===== config.mk =====
export PLATFORM = sky130hd
export DESIGN_NAME = ln_div_arbiter
export DESIGN_NICKNAME = d
export VERILOG_FILES = /design/src/rtl/ln_pkg.sv /design/src/rtl/ln_tag_fifo.sv /design/src/rtl/ln_div_arbiter.sv
export SDC_FILE = /design/constraint.sdc
export NUM_CORES = 1
export LEC_CHECK = 0
export CAP_MARGIN = 10
export CELL_PAD_IN_SITES_DETAIL_PLACEMENT = 1
export CELL_PAD_IN_SITES_GLOBAL_PLACEMENT = 2
export CORE_MARGIN = 2
export CORE_UTILIZATION = 28
export DETAILED_ROUTE_END_ITERATION = 8
export PLACE_DENSITY_LB_ADDON = 0.1
export SYNTH_ARGS = -nofsm -noshare
export SYNTH_HDL_FRONTEND = slang
export SYNTH_SLANG_ARGS = --single-unit

===== constraint.sdc =====
create_clock -name i_clk -period 4.1 [get_ports i_clk]
set_clock_uncertainty 0.05 [all_clocks]
set_input_delay 0.82 -clock i_clk [delete_from_list [all_inputs] [get_ports i_clk]]
set_output_delay 0.82 -clock i_clk [all_outputs]
set_load 0.02 [all_outputs]

===== src/rtl/ln_pkg.sv =====
`default_nettype none
// +----------------------------------------------------------------------------+
// | ln_pkg: shared types, tag constants and width helper for the LN divider   |
// | arbiter slice.                                                             |
// | Revision: 1.0                                                              |
// +----------------------------------------------------------------------------+
package ln_pkg;

  typedef enum logic {
    IDLE  = 1'b0,
    ISSUE = 1'b1
  } arb_state_e;

  localparam logic REQ_EX  = 1'b0;
  localparam logic REQ_EX2 = 1'b1;

  function automatic int dout_w(input int dvd_w, input int dsr_w);
    return dvd_w + dsr_w;
  endfunction

endpackage
`default_nettype wire


===== src/rtl/ln_tag_fifo.sv =====
`default_nettype none
// +----------------------------------------------------------------------------+
// | ln_tag_fifo: in-order FIFO of 1-bit requester tags for in-flight divisions |
// | Revision: 1.0                                                              |
// +----------------------------------------------------------------------------+
module ln_tag_fifo #(
  parameter  int DEPTH = 4,
  localparam int AW    = $clog2(DEPTH)
) (
  input  logic        clk_i,
  input  logic        rst_ni,
  input  logic        push_i,
  input  logic        push_tag_i,
  input  logic        pop_i,
  output logic        head_tag_o,
  output logic        full_o,
  output logic        empty_o,
  output logic [AW:0] count_o
);

  logic [DEPTH-1:0] mem_q;
  logic [AW-1:0]    wr_ptr_q;
  logic [AW-1:0]    rd_ptr_q;
  logic [AW:0]      count_q;
  logic             do_push;
  logic             do_pop;

  assign full_o     = (count_q == (AW+1)'(DEPTH));
  assign empty_o    = (count_q == '0);
  assign count_o    = count_q;
  assign head_tag_o = mem_q[rd_ptr_q];
  assign do_push    = push_i && !full_o;
  assign do_pop     = pop_i && !empty_o;

  // Pointers wrap for free because DEPTH is a power of two.
  always_ff @(posedge clk_i or negedge rst_ni) begin
    if (!rst_ni) begin
      mem_q    <= '0;
      wr_ptr_q <= '0;
      rd_ptr_q <= '0;
      count_q  <= '0;
    end else begin
      if (do_push) begin
        mem_q[wr_ptr_q] <= push_tag_i;
        wr_ptr_q        <= wr_ptr_q + 1'b1;
      end
      if (do_pop) begin
        rd_ptr_q <= rd_ptr_q + 1'b1;
      end
      if (do_push && !do_pop) begin
        count_q <= count_q + 1'b1;
      end else if (do_pop && !do_push) begin
        count_q <= count_q - 1'b1;
      end
    end
  end

endmodule
`default_nettype wire


===== src/rtl/ln_div_arbiter.sv =====
`default_nettype none
// +----------------------------------------------------------------------------+
// | ln_div_arbiter: round-robin share of one AXI-Stream divider between the    |
// | E[x] and E[x^2] requesters. Optional stats: LN_DIV_ARB_STATS_EN.           |
// | Revision: 1.0                                                              |
// +----------------------------------------------------------------------------+
module ln_div_arbiter
  import ln_pkg::*;
#(
  parameter int DVD_W   = 12,
  parameter int DSR_W   = 8,
  parameter int DOUT_W  = dout_w(DVD_W, DSR_W),
  parameter int MAX_OUT = 4
) (
  input  logic              i_clk,
  input  logic              i_rstn,
  input  logic              i_req0_valid,
  output logic              o_req0_ready,
  input  logic [DVD_W-1:0]  i_req0_dividend,
  input  logic [DSR_W-1:0]  i_req0_divisor,
  input  logic              i_req1_valid,
  output logic              o_req1_ready,
  input  logic [DVD_W-1:0]  i_req1_dividend,
  input  logic [DSR_W-1:0]  i_req1_divisor,
  output logic              o_div_dvd_tvalid,
  input  logic              i_div_dvd_tready,
  output logic [DVD_W-1:0]  o_div_dvd_tdata,
  output logic              o_div_dsr_tvalid,
  input  logic              i_div_dsr_tready,
  output logic [DSR_W-1:0]  o_div_dsr_tdata,
  input  logic              i_div_dout_tvalid,
  output logic              o_div_dout_tready,
  input  logic [DOUT_W-1:0] i_div_dout_tdata,
  output logic              o_rsp0_valid,
  output logic              o_rsp1_valid,
  output logic [DOUT_W-1:0] o_rsp_data,
  output logic              o_busy,
  output logic              o_err
`ifdef LN_DIV_ARB_STATS_EN
  ,
  output logic [15:0]               o_grant0_cnt,
  output logic [15:0]               o_grant1_cnt,
  output logic [$clog2(MAX_OUT):0]  o_max_inflight
`endif
);

  arb_state_e               state_q;
  logic                     ptr_q;
  logic                     tag_q;
  logic                     dvd_done_q;
  logic                     dsr_done_q;
  logic [DVD_W-1:0]         dvd_q;
  logic [DSR_W-1:0]         dsr_q;
  logic                     rsp0_q;
  logic                     rsp1_q;
  logic [DOUT_W-1:0]        rsp_data_q;
  logic                     err_q;

  logic                     fifo_full;
  logic                     fifo_empty;
  logic                     head_tag;
  logic [$clog2(MAX_OUT):0] fifo_count;
  logic                     grant_en;
  logic                     win;
  logic                     dvd_hs;
  logic                     dsr_hs;
  logic                     issue_done;
  logic                     pop;

  assign grant_en = (state_q == IDLE) && (i_req0_valid || i_req1_valid) && !fifo_full;
  // With a single requester it wins outright; the pointer only breaks ties.
  assign win      = (i_req0_valid && i_req1_valid) ? ptr_q : i_req1_valid;

  assign o_req0_ready      = grant_en && (win == REQ_EX);
  assign o_req1_ready      = grant_en && (win == REQ_EX2);
  assign o_div_dvd_tvalid  = (state_q == ISSUE) && !dvd_done_q;
  assign o_div_dsr_tvalid  = (state_q == ISSUE) && !dsr_done_q;
  assign o_div_dvd_tdata   = dvd_q;
  assign o_div_dsr_tdata   = dsr_q;
  assign o_div_dout_tready = 1'b1;

  assign dvd_hs     = o_div_dvd_tvalid && i_div_dvd_tready;
  assign dsr_hs     = o_div_dsr_tvalid && i_div_dsr_tready;
  assign issue_done = (state_q == ISSUE) && (dvd_done_q || dvd_hs) && (dsr_done_q || dsr_hs);
  assign pop        = i_div_dout_tvalid && !fifo_empty;

  assign o_rsp0_valid = rsp0_q;
  assign o_rsp1_valid = rsp1_q;
  assign o_rsp_data   = rsp_data_q;
  assign o_err        = err_q;
  assign o_busy       = (state_q == ISSUE) || !fifo_empty;

  always_ff @(posedge i_clk or negedge i_rstn) begin
    if (!i_rstn) begin
      state_q    <= IDLE;
      ptr_q      <= 1'b0;
      tag_q      <= 1'b0;
      dvd_done_q <= 1'b0;
      dsr_done_q <= 1'b0;
      dvd_q      <= '0;
      dsr_q      <= '0;
    end else begin
      case (state_q)
        IDLE: begin
          if (grant_en) begin
            dvd_q   <= win ? i_req1_dividend : i_req0_dividend;
            dsr_q   <= win ? i_req1_divisor  : i_req0_divisor;
            tag_q   <= win;
            ptr_q   <= ~win;
            state_q <= ISSUE;
          end
        end
        ISSUE: begin
          if (issue_done) begin
            dvd_done_q <= 1'b0;
            dsr_done_q <= 1'b0;
            state_q    <= IDLE;
          end else begin
            if (dvd_hs) dvd_done_q <= 1'b1;
            if (dsr_hs) dsr_done_q <= 1'b1;
          end
        end
        default: state_q <= IDLE;
      endcase
    end
  end

  always_ff @(posedge i_clk or negedge i_rstn) begin
    if (!i_rstn) begin
      rsp0_q     <= 1'b0;
      rsp1_q     <= 1'b0;
      rsp_data_q <= '0;
      err_q      <= 1'b0;
    end else begin
      rsp0_q <= pop && (head_tag == REQ_EX);
      rsp1_q <= pop && (head_tag == REQ_EX2);
      if (pop) rsp_data_q <= i_div_dout_tdata;
      if (i_div_dout_tvalid && fifo_empty) err_q <= 1'b1;
    end
  end

  ln_tag_fifo #(
    .DEPTH (MAX_OUT)
  ) u_tag_fifo (
    .clk_i      (i_clk),
    .rst_ni     (i_rstn),
    .push_i     (issue_done),
    .push_tag_i (tag_q),
    .pop_i      (pop),
    .head_tag_o (head_tag),
    .full_o     (fifo_full),
    .empty_o    (fifo_empty),
    .count_o    (fifo_count)
  );

`ifdef LN_DIV_ARB_STATS_EN
  logic [15:0]              grant0_cnt_q;
  logic [15:0]              grant1_cnt_q;
  logic [$clog2(MAX_OUT):0] max_inflight_q;

  always_ff @(posedge i_clk or negedge i_rstn) begin
    if (!i_rstn) begin
      grant0_cnt_q   <= '0;
      grant1_cnt_q   <= '0;
      max_inflight_q <= '0;
    end else begin
      if (i_req0_valid && o_req0_ready && (grant0_cnt_q != 16'hFFFF)) grant0_cnt_q <= grant0_cnt_q + 16'd1;
      if (i_req1_valid && o_req1_ready && (grant1_cnt_q != 16'hFFFF)) grant1_cnt_q <= grant1_cnt_q + 16'd1;
      if (fifo_count > max_inflight_q) max_inflight_q <= fifo_count;
    end
  end

  assign o_grant0_cnt   = grant0_cnt_q;
  assign o_grant1_cnt   = grant1_cnt_q;
  assign o_max_inflight = max_inflight_q;
`else
  logic unused_fifo_count;
  assign unused_fifo_count = ^fifo_count;
`endif

endmodule
`default_nettype wire


# ---- Yosys cells after proc, flatten, opt, wreduce, memory -nomap -nowiden
# Cells that the tools add are included.
# W data, S select, Z words.
dict set report word_totals {
  register_bits 59
  output_inout_bits 49
  word_cells 80
}
dict set report op_classes {
  addsub 4
  magnitude_cmp 3
  eq_ne 1
  n_mux 17
  n_bitwise 3
  reduce_logical 37
}
# cell count
set op_table {}
lappend op_table {{$logic_and A1 B1 Y1} 20}
lappend op_table {{$mux W12} 1}
lappend op_table {{$mux W1} 9}
lappend op_table {{$mux W8} 1}
lappend op_table {{$logic_not A1 Y1} 6}
lappend op_table {{$lt A2 B3 Y1 const B} 2}
lappend op_table {{$mux W3} 2}
lappend op_table {{$reduce_and A2 Y1} 3}
lappend op_table {{$reduce_bool A2 Y1} 3}
lappend op_table {{$add A2 B1 Y2 const B} 2}
lappend op_table {{$bwmux W4} 1}
lappend op_table {{$logic_or A1 B1 Y1} 4}
lappend op_table {{$add A3 B1 Y3 const B} 1}
lappend op_table {{$eq A3 B3 Y1 const B} 1}
lappend op_table {{$logic_not A3 Y1} 1}
lappend op_table {{$not A1 Y1} 3}
lappend op_table {{$sub A3 B1 Y3 const B} 1}
lappend op_table {{$bmux W1 S2} 1}
lappend op_table {{$demux W1 S2} 1}
lappend op_table {{$ge A2 B1 Y1 const B} 1}
lappend op_table {{$pmux W1 S2} 1}

# ---- Depth between registers and ports, before layout
# Gate-level depths: netlist (run 1).
dict set report depth {
  ltp_word 11
  ltp_mapped 9
  ltp_nobuf 8
}

# ---- By module
# A second synthesis (run 1) with hierarchy kept.
dict set report unflattened {
  hier_cells 241
  hier_area_um2 2751.4
}
# module n_inst cells_each area_each_um2
set modules_own_cells {}
lappend modules_own_cells {ln_div_arbiter 1 188 2148.3}
lappend modules_own_cells {ln_tag_fifo 1 53 603.1}

# ---- Least setup slack after synthesis (run 1)
# OpenSTA, ideal clock, no wires.
dict set report synth_path {
  path_kind {input -> output}
  startpoint {input i_req0_valid}
  endpoint {output o_req1_ready}
  arrival_time_ns 1.717
  slack_ns 1.513
  stages 3
  cell_sequence {nor2b_1 > clkbuf_1 > nor3_1}
}
dict set report synth_via {
  elab_chain_cells 4
  word_cells_on_any_way 6
  classes_between {mux: 1; reduce/logical: 5}
}
# element line_no
set synth_lines {}
lappend synth_lines {{start, declared} ln_div_arbiter.sv:17} ;# input logic i_req0_valid,
lappend synth_lines {{$logic_or A1 B1 Y1} ln_div_arbiter.sv:70} ;# assign grant_en = (state_q == IDLE) && (i_req0_valid || i_req1_valid) && !fifo_full;
lappend synth_lines {{$logic_and A1 B1 Y1 (2 in series)} ln_div_arbiter.sv:70}
lappend synth_lines {{$logic_and A1 B1 Y1 (*)} ln_div_arbiter.sv:75} ;# assign o_req1_ready = grant_en && (win == REQ_EX2);
lappend synth_lines {{end, declared} ln_div_arbiter.sv:22} ;# output logic o_req1_ready,
# Mark *: on every way between the ends. The rest lies on a longest branch, timed or not.

# ---- Final worst setup path (run 1)
dict set report layout_path {
  startpoint {input i_req1_valid}
  endpoint {output o_req0_ready}
}
dict set report layout_via {
  elab_chain_cells 4
  word_cells_on_any_way 7
  classes_between {mux: 1; bitwise: 1; reduce/logical: 5}
}
# element line_no
set layout_lines {}
lappend layout_lines {{start, declared} ln_div_arbiter.sv:21} ;# input logic i_req1_valid,
lappend layout_lines {{$logic_and A1 B1 Y1 or $logic_or A1 B1 Y1 (tied branches)} {ln_div_arbiter.sv:72, ln_div_arbiter.sv:70}}
lappend layout_lines {{$mux W1 or $logic_and A1 B1 Y1 (tied branches)} {ln_div_arbiter.sv:72, ln_div_arbiter.sv:70}}
lappend layout_lines {{$not A1 Y1 or $logic_and A1 B1 Y1 (tied branches)} {ln_div_arbiter.sv:74, ln_div_arbiter.sv:70}}
lappend layout_lines {{$logic_and A1 B1 Y1 (*)} ln_div_arbiter.sv:74} ;# assign o_req0_ready = grant_en && (win == REQ_EX);
lappend layout_lines {{end, declared} ln_div_arbiter.sv:18} ;# output logic o_req0_ready,
# Marked as above.

==> results of run 1 <==
==> synth_stat cells <==
master / instances
a21o_1: 2
a21oi_1: 2
a221o_1: 19
a221o_2: 1
a32o_1: 1
and2_0: 1
and4_4: 1
buf_2: 4
buf_4: 1
buf_6: 3
clkbuf_1: 6
clkinv_1: 1
conb_1: 1
dfrtp_1: 59
fa_1: 1
ha_1: 5
inv_1: 4
mux2_2: 26
mux4_2: 1
nand2_1: 2
nand2b_1: 1
nand3_1: 5
nor2_1: 9
nor2b_1: 2
nor3_1: 2
nor3b_1: 1
nor4b_1: 20
o211ai_1: 1
o21ai_0: 1
o221a_2: 1
o31ai_2: 1
or3b_1: 1
xnor2_1: 3
xor2_1: 3
==> power breakdown <==
part	leakage (nW)	switching, W	internal (W)
registers	0.711	0.000181	0.000837
clock network	0.0991	0.000230	0.000294
logic	0.836	0.000677	0.000728
==> cells in the final DEF, fill, tap and decap left out, types with 2 or more instances in the layout <==
| cell type | instances |
|---|---|
| a21o_1 | 2 |
| mux2_2 | 26 |
| inv_1 | 4 |
| dfrtp_1 | 59 |
| clkdlybuf4s50_1 | 113 |
| nand3_1 | 5 |
| xnor2_1 | 3 |
| clkbuf_8 | 10 |
| nand2_1 | 2 |
| a21oi_1 | 2 |
| xor2_1 | 3 |
| nor4b_1 | 20 |
| buf_4 | 7 |
| ha_1 | 5 |
| a221o_1 | 19 |
| clkinv_2 | 3 |
| nor3_1 | 2 |
| nor2_1 | 9 |
| nor2b_1 | 2 |
==> flip-flops by register name, indices dropped and copies added (netlist names) <==
| name | count |
|---|---|
| state_q | 1 |
| o_div_dvd_tdata | 12 |
| u_tag_fifo.mem_q | 4 |
| u_tag_fifo.rd_ptr_q | 2 |
| o_err | 1 |
| o_div_dsr_tdata | 8 |
| o_rsp0_valid | 1 |
| ptr_q | 1 |
| u_tag_fifo.wr_ptr_q | 2 |
| o_rsp_data | 20 |
| dvd_done_q | 1 |
| u_tag_fifo.count_o | 3 |
| dsr_done_q | 1 |
| tag_q | 1 |
| o_rsp1_valid | 1 |
==> kinds of logic (layout without fill, tap and decap cells) <==
logic type,count (synthesis),count (layout),share of synthesized area
other cells,1,1,0.00144
fa+ha+maj,6,6,0.0316
buf+inv,19,142,0.0393
flops,59,59,0.566
xor+xnor,6,6,0.0201
mux,27,27,0.121
simple gates,45,45,0.116
compound gates,29,29,0.105
==> per-layer routing <==
metal,GRT usage,wire length [µm],up-vias
li1,-,-,957
met1,0.210,3490,1058
met2,0.231,3430,71
met3,0.0506,434,7
met4,0.0379,73,0
met5,0,0,-
==> area by class of cell <==
cell class,instances,area [µm²]
Clock buffer,11,141
Timing Repair Buffer,121,1190
Fill cell,977,5090
Sequential cell,59,1480
Multi-Input combinational cell,114,1040
Clock inverter,5,52.6
Tap cell,111,139
Inverter,5,18.8
==> metrics by stage <==
stage | utilization | instances
2_1_floorplan | - | 192
3_3_place_gp | 0.423 | 410
3_5_place_dp | 0.423 | 410
4_1_cts | 0.444 | 426
5_1_grt | 0.444 | 426
6_report | 0.444 | 426
==> final timing paths <==
check	startpoint	endpoint	slack, ps	cells after the start
hold / removal	o_err$_DFFE_PN0P_	o_err$_DFFE_PN0P_	410	1
max in group asynchronous	i_rstn	o_div_dvd_tdata[5]$_DFFE_PN0P_	2630	2
min in group asynchronous	i_rstn	o_rsp_data[3]$_DFFE_PN0P_	550	1
hold reg to reg	o_err$_DFFE_PN0P_	o_err$_DFFE_PN0P_	410	1
setup / recovery	i_req1_valid	o_req0_ready	750	4
setup reg to reg	u_tag_fifo.count_o[0]$_DFFE_PN0P_	u_tag_fifo.count_o[1]$_DFFE_PN0P_	1660	6
==> critical path, delay by kind of cell <==
kind | cells | cell delay, ps
buffers and inverters | 2 | 1140
and+or+nand+nor | 2 | 510
==> metrics.log, run 1 <==
INFO  metric io_buffers = 114
INFO  metric area_growth = 55.6%
INFO  metric crit_required = 3230 ps
INFO  metric setup_viol = 0
INFO  metric pin_count_of_the_biggest_net_entering_global_routing = 40
INFO  metric finalHoldWorstSlack = 410 ps
INFO  metric setup.worst_path.start_class = input port
INFO  metric max-clock-path-buffers = 2
INFO  metric final_wirelength = 7430 µm
INFO  metric cts_hold_buf = 0
INFO  metric synthTopCellsByArea = dfrtp_1, mux2_2, a221o_1
INFO  metric final_layout_size_suffix_gt1_frac = 0.175
INFO  metric crit_path_max_incr_delay = 660 ps
INFO  metric start_util = 0.285
INFO  metric final_nets = 383
INFO  metric yosysTopAreaCellShare = 0.566
INFO  metric post-route-min-period = 3350 ps
INFO  metric dp_hpwl = 5440 µm
INFO  metric grt_use_total = 0.152
INFO  metric number_of_antenna_violations_at_the_first_check_in_global_routing = 0
INFO  metric worstPathCellList = clkdlybuf4s50_1, nand2_1, and4_4, clkdlybuf4s50_1
INFO  metric placementRows = 35
INFO  metric fin_total_pwr = 0.00295 W
INFO  metric grt_remaining_overflow = 0
INFO  metric syn_inst = 192
INFO  metric post_dp_cell_area = 0.00387 mm²
INFO  metric grt_first_pass_wirelength = 11700 µm
INFO  metric synthesis.area_per_instance = 13.6 µm²
INFO  metric drt.antenna.violating_nets = 0
INFO  metric hp-class = flop to flop
INFO  metric maxClockFrequency = 299 MHz
INFO  metric route.vias.total = 2093
INFO  metric synth.lib_cells_used.distinct = 34
INFO  metric synth_seq_area_share = 0.566
INFO  metric resized_after_cts = 0
INFO  metric ir_drop = 308 µV
INFO  metric post-route-cell-area = 0.00406 mm²
INFO  metric flop_and_latch_count_out_of_synthesis = 59
INFO  metric cp-end-kind = primary output
INFO  metric grt_pass1_vias = 2171
INFO  metric residual_drc = 0
INFO  metric cts-root-buf = clkbuf_8
INFO  metric place.gp.congestion = 0.707
INFO  metric pre_cts_ws = 749 ps
INFO  metric finalHoldViolCount = 0
INFO  metric crit_path_top_delay_cell = clkdlybuf4s50_1
INFO  metric worstPathMaxFanout = 21
INFO  metric postLayoutSetupSlackWorst = 752 ps
INFO  metric rsz0062_at_grt = no
INFO  metric post-synth-top-area-cell = dfrtp_1
INFO  metric maxCapViolations = 0
INFO  metric crit_type = input port to primary output
INFO  metric slew-limit-headroom = 0.417
INFO  metric cts.repair_timing.setup_buffer_count = 0
INFO  metric crit_top_cell = clkdlybuf4s50_1
INFO  metric detailedRoute.firstPassIterationCount = 4
INFO  metric timing_worst_slew_pin_value = 874 ps
INFO  metric fp.dieW = 101 µm
INFO  metric status = complete, no violations
INFO  metric synth.net_count = 265
INFO  metric core_area = 0.00915 mm²
INFO  metric dieArea = 0.0101 mm²
INFO  metric htree_num_levels = 3
INFO  metric post_drt_wl_per_cell = 17.4 µm
INFO  metric die_h = 101 µm
INFO  metric drt_iter0_markers = 60
INFO  metric yosysWarningCount = 0
INFO  metric pwr_density_cell = 726 mW/mm²
INFO  metric power.static_leakage = 1.65 nW
INFO  metric setup_total_negative_slack = 0 ps
INFO  metric cts.sinks = 59
INFO  metric worst_skew_pair.late_latency = 330 ps
INFO  metric cts_buffers = 9
INFO  metric min_period_over_period = 0.817
INFO  metric post_synth_instance_area = 0.00261 mm²
INFO  metric path_clk_slew = 60 ps
INFO  metric inserted_diodes = 0
INFO  metric top_level_ports = 116
INFO  metric tritoncts_clock_tree = built
INFO  metric vias_per_cell = 4.91
INFO  metric slew_limit_fails = 0
INFO  metric worst-endpoint-arrival = 2480 ps
(Power assumes the default switching activity.)
==> run 2, diff against run 1 <==
- CORE_UTILIZATION: 28 -> 26
- clock period: 4.1 -> 3.5 ns (I/O delays scaled with it)
==> run 2 against run 1 <==
Against the previous run:
- sequential share of layout area is 0.57 points lower
- hold slack worse by 180 ps
- worst setup slack worse by 360 ps
- die area is 7.4% higher
- combinational power is 18% higher
- first-iteration DRC count is 32% higher
- clock-buffer cell count is 2 lower
- global-route usage is 0.23 points lower
- sequential cell count stayed put
- total power is 21% higher
- critical endpoint unchanged
==> metrics.log, run 2 (synthesis results as in run 1) <==
INFO  metric setup_total_negative_slack = 0 ps (unchanged)
INFO  metric slew_limit_fails = 0 (unchanged)
INFO  metric grtUsageMet2 = 0.235 (was 0.231)
INFO  metric grt_pass1_vias = 2185 (was 2171)
INFO  metric setup_viol = 0 (unchanged)
INFO  metric pre_cts_ws = 389 ps (was 749 ps)
INFO  metric cts.repair_timing.setup_buffer_count = 0 (unchanged)
INFO  metric pin_count_of_the_biggest_net_entering_global_routing = 31 (was 40)
INFO  metric crit_path_max_incr_delay = 660 ps (about the same)
INFO  metric setup.worst_path.start_class = input port (unchanged)
INFO  metric maxClockFrequency = 322 MHz
INFO  metric layout.cells.most_common = clkdlybuf4s50_1 (unchanged)
INFO  metric resized_after_cts = 0 (unchanged)
INFO  metric crit_required = 2750 ps (was 3230 ps)
INFO  metric layout.cells.most_common_list = clkdlybuf4s50_1, dfrtp_1, mux2_2, nor4b_1, a221o_1 (unchanged)
INFO  metric worstPathCellList = clkdlybuf4s50_1, nand2_1, and4_4, clkdlybuf4s50_1 (unchanged)
INFO  metric tritoncts_clock_tree = built (unchanged)
INFO  metric postLayoutSetupSlackWorst = 395 ps (was 752 ps)
INFO  metric final_layout_size_suffix_gt1_frac = 0.180 (was 0.175)
INFO  metric cts_hold_buf = 0 (unchanged)
INFO  metric crit_path_top_delay_cell = clkdlybuf4s50_1 (unchanged)
INFO  metric crit_top_cell = clkdlybuf4s50_1 (unchanged)
INFO  metric power.static_leakage = 1.67 nW (was 1.65 nW)
INFO  metric final_nets = 384 (was 383)
INFO  metric rsz0062_at_grt = no (unchanged)
INFO  metric grt_first_pass_wirelength = 12700 µm (was 11700 µm)
INFO  metric number_of_flip_flops_under_the_largest_register_name = 20 (unchanged)
INFO  metric die_h = 104 µm (was 101 µm)
INFO  metric path_clk_slew = 80 ps (was 60 ps)
INFO  metric start_util = 0.267 (was 0.285)
INFO  metric inserted_diodes = 0 (unchanged)
INFO  metric busiest_layer = met2 (unchanged)
INFO  metric worstPathMaxFanout = 21 (unchanged)
INFO  metric cts.sinks = 59 (unchanged)
INFO  metric residual_drc = 0 (unchanged)
INFO  metric finalHoldWorstSlack = 226 ps (was 410 ps)
INFO  metric dieArea = 0.0109 mm² (was 0.0101 mm²)
INFO  metric top_level_ports = 116 (unchanged)
INFO  metric htree_num_levels = 3 (unchanged)
INFO  metric use_met3 = 0.0351 (was 0.0506)
INFO  metric min_period_over_period = 0.887
INFO  metric drt_iter0_markers = 79 (was 60)
INFO  metric met1_capacity_usage_during_global_routing = 0.205 (was 0.210)
INFO  metric post-route-min-period = 3110 ps
INFO  metric place.gp.congestion = 0.735 (was 0.707)
INFO  metric fp.dieW = 104 µm (was 101 µm)
INFO  metric cts_buffers = 9 (unchanged)
INFO  metric final_wirelength = 7960 µm (was 7430 µm)
INFO  metric post_drt_wl_per_cell = 17.7 µm (was 17.4 µm)
INFO  metric finalHoldViolCount = 0 (unchanged)
INFO  metric placementRows = 36 (was 35)
INFO  metric core_area = 0.00977 mm² (was 0.00915 mm²)
INFO  metric drt.antenna.violating_nets = 0 (unchanged)
INFO  metric max-clock-path-buffers = 2 (unchanged)
INFO  metric number_of_antenna_violations_at_the_first_check_in_global_routing = 0 (unchanged)
INFO  metric worst-endpoint-arrival = 2360 ps (was 2480 ps)
INFO  metric worst_skew_pair.late_latency = 330 ps (about the same)
INFO  metric grt_use_total = 0.150 (was 0.152)
INFO  metric detailedRoute.firstPassIterationCount = 4 (unchanged)
INFO  metric io_buffers = 114 (unchanged)
INFO  metric crit_type = input port to primary output (unchanged)
INFO  metric dp_hpwl = 5620 µm (was 5440 µm)
INFO  metric hp-class = input port to asynchronous set/reset pin (was flop to flop)
INFO  metric cp-end-kind = primary output (unchanged)
INFO  metric area_growth = 58.1% (was 55.6%)
INFO  metric maxCapViolations = 0 (unchanged)
INFO  metric ir_drop = 350 µV (was 308 µV)
INFO  metric status = complete, no violations (unchanged)
INFO  metric grt_remaining_overflow = 0 (unchanged)
INFO  metric cts-root-buf = clkbuf_8 (unchanged)
INFO  metric pwr_density_cell = 866 mW/mm² (was 726 mW/mm²)
INFO  metric vias_per_cell = 4.67 (was 4.91)
INFO  metric route.vias.total = 2097 (was 2093)
-- run 2: changes by cell type in the layout (fill, tap and decap cells not counted), sizes merged --
cell,delta
buf,+1
clkinvlp,-1
clkbuf,-2
bufinv,+1
inv,+2
-- run 2: layout make-up --
type	count	area (µm²)
Inverter	5	18.8
Clock buffer	9	124
Sequential cell	59	1480
Clock inverter	7	100
Timing Repair Buffer	122	1200
Tap cell	133	166
Fill cell	1040	5650
Multi-Input combinational cell	114	1040
-- run 2: layer usage --
layer  part of all wire  wire, µm  vias to the layer above
met3              0.047       377                        9
li1                   -         -                      962
met2               0.47      3730                       67
met5                  0         0                        -
met4              0.013       100                        0
met1               0.47      3750                     1059
-- run 2: report_power, final --
part           switching (W)  leakage (nW)  internal (W)  total (W)
clock network       0.000307         0.114      0.000407   0.000714
registers           0.000214         0.711      0.000979    0.00119
logic               0.000812         0.840      0.000852    0.00166
-- run 2: critical path, delay by kind of cell --
kind	cells	cell delay, ps
buf+inv	2	1130
simple gates	2	510
-- run 2: through the flow --
step           cell area [µm²]  utilization  cells  total power (W)
2_1_floorplan             2610            -    192          0.00212
3_3_place_gp              3900        0.399    433          0.00287
3_5_place_dp              3900        0.399    433          0.00289
4_1_cts                   4130        0.422    449          0.00362
5_1_grt                   4130        0.422    449          0.00379
6_report                  4130        0.422    449          0.00357
-- run 2: final timing paths --
check | startpoint | slack, ps | depth (start not counted) | endpoint
min in group i_clk | o_err$_DFFE_PN0P_ | 410 | 1 | o_err$_DFFE_PN0P_
min | i_rstn | 230 | 1 | o_div_dsr_tdata[2]$_DFFE_PN0P_
max | i_req1_valid | 390 | 4 | o_req0_ready
max in group asynchronous | i_rstn | 2430 | 2 | o_rsp_data[11]$_DFFE_PN0P_
min reg2reg | o_err$_DFFE_PN0P_ | 410 | 1 | o_err$_DFFE_PN0P_
max reg2reg | u_tag_fifo.count_o[0]$_DFFE_PN0P_ | 1030 | 7 | u_tag_fifo.count_o[1]$_DFFE_PN0P_
==> run 3, diff against run 2 <==
- CAP_MARGIN: 10 -> 20
- SKIP_LAST_GASP: not set -> 1
==> results of run 3 <==
Same layout as run 2: the final DEF is identical, and so are final timing and power.
